<file path="src/rtl/counter_91.sv">
// counter_91: loadable 7-bit down-counter raising dn COUNT+1 edges after the most recent ld.
// Defining COUNTER_91_REMAIN_EN adds the registered rem output (remaining count while running).
module counter_91 #(
   parameter int unsigned COUNT = 91
) (
   input  logic       clk,
   input  logic       rst_n,
   input  logic       ld,
   output logic       dn
`ifdef COUNTER_91_REMAIN_EN
   ,
   output logic [6:0] rem
`endif
);

   localparam logic [6:0] LOAD_VAL = 7'(COUNT);

   typedef enum logic [1:0] {
      IDLE = 2'd0,
      RUN  = 2'd1,
      DONE = 2'd2
   } state_t;

   state_t     state_r;
   logic [6:0] cnt_r;
   logic       dn_r;
   logic       run_s;

   assign run_s = (state_r == RUN);
   assign dn    = dn_r;

   // Main sequencer: a load always wins, otherwise count down and flag done once cnt has hit zero.
   always_ff @(posedge clk or negedge rst_n) begin
      if (!rst_n) begin
         state_r <= IDLE;
         cnt_r   <= 7'd0;
         dn_r    <= 1'b0;
      end else if (ld) begin
         state_r <= RUN;
         cnt_r   <= LOAD_VAL;
         dn_r    <= 1'b0;
      end else begin
         case (state_r)
            RUN: begin
               if (cnt_r != 7'd0) begin
                  cnt_r <= cnt_r - 7'd1;
               end else begin
                  state_r <= DONE;
                  dn_r    <= 1'b1;
               end
            end
            IDLE: begin
               state_r <= IDLE;
            end
            DONE: begin
               state_r <= DONE;
            end
            default: begin
               state_r <= IDLE;
               cnt_r   <= 7'd0;
               dn_r    <= 1'b0;
            end
         endcase
      end
   end

`ifdef COUNTER_91_REMAIN_EN
   logic [6:0] rem_r;

   assign rem = rem_r;

   // Remaining-count register tracks the next value of cnt while running and reads 0 otherwise.
   always_ff @(posedge clk or negedge rst_n) begin
      if (!rst_n) begin
         rem_r <= 7'd0;
      end else if (ld) begin
         rem_r <= LOAD_VAL;
      end else if (run_s && (cnt_r != 7'd0)) begin
         rem_r <= cnt_r - 7'd1;
      end else begin
         rem_r <= 7'd0;
      end
   end
`endif

   counter_91_chk #(
      .LOAD_VAL (LOAD_VAL)
   ) u_chk (
      .clk   (clk),
      .rst_n (rst_n),
      .ld    (ld),
      .run   (run_s),
      .dn    (dn_r),
      .cnt   (cnt_r)
   );

endmodule

// counter_91_chk: structural invariants of the counter state.
module counter_91_chk #(
   parameter logic [6:0] LOAD_VAL = 7'd91
) (
   input logic       clk,
   input logic       rst_n,
   input logic       ld,
   input logic       run,
   input logic       dn,
   input logic [6:0] cnt
);

   a_run_dn_excl : assert property (@(posedge clk) disable iff (!rst_n) !(run && dn));
   a_cnt_bound   : assert property (@(posedge clk) disable iff (!rst_n) cnt <= LOAD_VAL);
   a_done_zero   : assert property (@(posedge clk) disable iff (!rst_n) dn |-> (cnt == 7'd0));
   a_ld_clears   : assert property (@(posedge clk) disable iff (!rst_n) ld |=> !dn);

endmodule

</file>
<file path="config.mk">
export PLATFORM = sky130hd
export DESIGN_NAME = counter_91
export DESIGN_NICKNAME = d
export VERILOG_FILES = /design/src/rtl/counter_91.sv
export SDC_FILE = /design/constraint.sdc
export NUM_CORES = 1
export LEC_CHECK = 0
export ABC_AREA = 1
export CAP_MARGIN = 25
export CORE_AREA = 2 2 39 41
export CTS_CLUSTER_DIAMETER = 80
export CTS_CLUSTER_SIZE = 8
export DETAILED_ROUTE_END_ITERATION = 8
export DIE_AREA = 0 0 41 43
export HOLD_SLACK_MARGIN = 0.15
export PLACE_DENSITY = 0.66
export SYNTH_ARGS = -nofsm -noshare
export SYNTH_HDL_FRONTEND = slang
export SYNTH_HIERARCHICAL = 1
export SYNTH_SLANG_ARGS = --single-unit
</file>
<file path="constraint.sdc">
create_clock -name clk -period 2.33 [get_ports clk]
set_clock_uncertainty 0.15 [all_clocks]
set_input_delay 0.466 -clock clk [delete_from_list [all_inputs] [get_ports clk]]
set_output_delay 0.466 -clock clk [all_outputs]
set_load 0.02 [all_outputs]
</file>
==> results_dict.tcl <==
set metrics [dict create \
    status "complete, no violations" \
    core_sq_um 1380 \
    syn-num-nets 91 \
    wl_per_cell_um 11.6 \
    die_area_sq_um 1760 \
    finalHoldViolations 0 \
    reg2regPathDepth 10 \
    critical_path.max_fanout 2 \
    dpl.hpwl_um 934 \
    vias_per_cell 5.23 \
    required_ns 1.71 \
    fin_cells 105 \
    drtIter0Drc 11 \
    ys_seq_elements 10 \
    power.density_nw_per_um2 813 \
    peakVddDrop_mv 0.483 \
    dr_total_vias 549 \
    p_total_uw 563 \
    clockBufferDepth 2 \
    grt_pass1_vias 514 \
    gp_congestion 0.779 \
    rsz0062_at_grt "no" \
    avgSynthCellArea_sq_um 7.45 \
    path_depth 1 \
    fin_crit_ns 1.83 \
    htreeDepth 1 \
    post-place-cells 102 \
    port_buffers 3 \
    cp-endpoint "dn" \
    grt-ovfl-total 0 \
    relSlewSlack 0.695 \
    final_common_cell "nand2_1" \
    n_fill_cell 146 \
    drt-total-wl_mm 1.21 \
    cts.sinks 10 \
    dieWidth_um 41 \
    critical_path_class "flip-flop to primary output" \
    nets 98 \
    antenna_found_initial 0 \
    clockRootBuffer "clkbuf_4" \
    ys_seq_area_frac 0.400 \
    critPathLaunch "dn$_DFFE_PN0P_" \
    hold_buffers 0 \
    grt_use_total 0.186 \
    antennaDiodeCount 0 \
    grt_first_pass_wirelength_mm 2.14 \
    layout_common_cells "nand2_1 (25), dfrtp_1 (10), inv_1 (8), nand3_1 (8)" \
    cts_setup_buffers 0 \
    cts_made_buffers 3 \
    cts_tree "yes" \
    synthCells 84 \
    fin_setup_tns_ns 0 \
    cp-end-kind "primary output" \
    fmax_ghz 0.547 \
    max_stage_delay_ns 0.60 \
    power_leakage_uw 0.000345 \
    grt_max_degree 12 \
    area_growth_pct 10.8 \
    ioPinCount 4 \
    crit_slowest_cell "clkdlybuf4s50_1" \
    finalCritPeriodShare 0.785 \
    drc 0 \
    layout-drive-gt1-share 0.124 \
    hold_path_class "input port to asynchronous set/reset pin" \
    drtAntennaViolNets 0 \
    worstSetupStartpointType "flip-flop" \
    clkLatencyLatePin_ns 0.26 \
    placementRows 14 \
    post_cts_resized 0 \
    start_util 0.452 \
    setup_viol 0 \
    reg2reg_to "cnt_r[2]$_DFFE_PN0P_" \
    worstReg2RegStart "cnt_r[0]$_DFFE_PN0P_" \
    cap_violations 0 \
    yosys_warnings 6 \
    worst_pin_slew_ns 0.457 \
    syn_area_sq_um 626 \
    clk_pin_slew_ns 0.06 \
    crit_arrival_ns 1.21 \
    first_pass_iters 4 \
    multi_input_area_sq_um 330 \
    die-height_um 43 \
    crit_family "buffers and inverters" \
    cp_num_buf_inv 1 \
    drv_slew 0 \
    ys_types 17 \
    seq_area_sq_um 250 \
    path_cells "clkdlybuf4s50_1" \
    r2r_setup_slack_ns 0.62 \
]
metal layers:
| layer | track usage | vias up | routed length, um |
|---|---|---|---|
| li1 | - | 281 | - |
| met3 | 0.0785 | 0 | 37 |
| met1 | 0.213 | 259 | 580 |
| met5 | 0 | - | 0 |
| met4 | 0.100 | 0 | 0 |
| met2 | 0.278 | 9 | 594 |
how the worst min path moves through the flow:
stage / end / slack, ns / cells after the start
after floorplan: cnt_r[0]$_DFFE_PN0P_ / 0.02 / 0
after global placement: dn$_DFFE_PN0P_ / 0.34 / 2
after detailed placement: dn$_DFFE_PN0P_ / 0.35 / 2
after CTS: dn$_DFFE_PN0P_ / 0.37 / 2
after global routing: dn$_DFFE_PN0P_ / 0.38 / 2
final: cnt_r[4]$_DFFE_PN0P_ / 0.37 / 1
cell usage after synthesis:
| cell type | n | area, sq um |
|---|---|---|
| ha_1 | 4 | 50.1 |
| a21oi_1 | 1 | 5.00 |
| buf_2 | 1 | 5.00 |
| dfrtp_1 | 10 | 250 |
| nand3_2 | 1 | 10.0 |
| nand4_1 | 2 | 12.5 |
| o21ai_0 | 5 | 25.0 |
| inv_4 | 1 | 6.26 |
| nand2_1 | 25 | 93.8 |
| or2_2 | 1 | 6.26 |
| inv_1 | 8 | 30.0 |
| nor2_4 | 2 | 22.5 |
| nor2_2 | 2 | 12.5 |
| nand3_1 | 8 | 40.0 |
| o21ai_1 | 6 | 30.0 |
| nor2_1 | 6 | 22.5 |
| inv_2 | 1 | 3.75 |
registers in the layout, indices dropped and copies added, names as in the netlist:
register and flops:
cnt_r 7, state_r 2, dn 1
metrics by stage:
step	hold slack, ns	utilization	area, sq um	setup WS (ns)
after global placement	0.340	0.485	671	0.367
after floorplan	0.0204	-	626	0.799
after detailed placement	0.354	0.485	671	0.321
final	0.369	0.501	693	0.501
after CTS	0.370	0.501	693	0.497
after global routing	0.382	0.501	693	0.461
logic make-up (layout without fill, tap and decap cells):
kind of cell    count (synthesis)  count (layout)  share of synthesized area
flops                          10              10                      0.400
simple gates                   47              47                      0.352
fa+ha+maj                       4               4                     0.0800
buf+inv                        11              16                     0.0720
compound gates                 12              12                     0.0960
area by class of cell:
cell class / instances / share of cell area
Clock buffer: 3 / 0.0325
Inverter: 10 / 0.0578
Multi-Input combinational cell: 63 / 0.477
Sequential cell: 10 / 0.361
Tap cell: 16 / 0.0289
Timing Repair Buffer: 3 / 0.0433
power breakdown:
part	switching [uW]	total [uW]	internal, uW
Combinational	132	208	76.9
Clock	53.4	113	59.4
Sequential	32.0	242	210
Power figures use the tool's default switching activity.
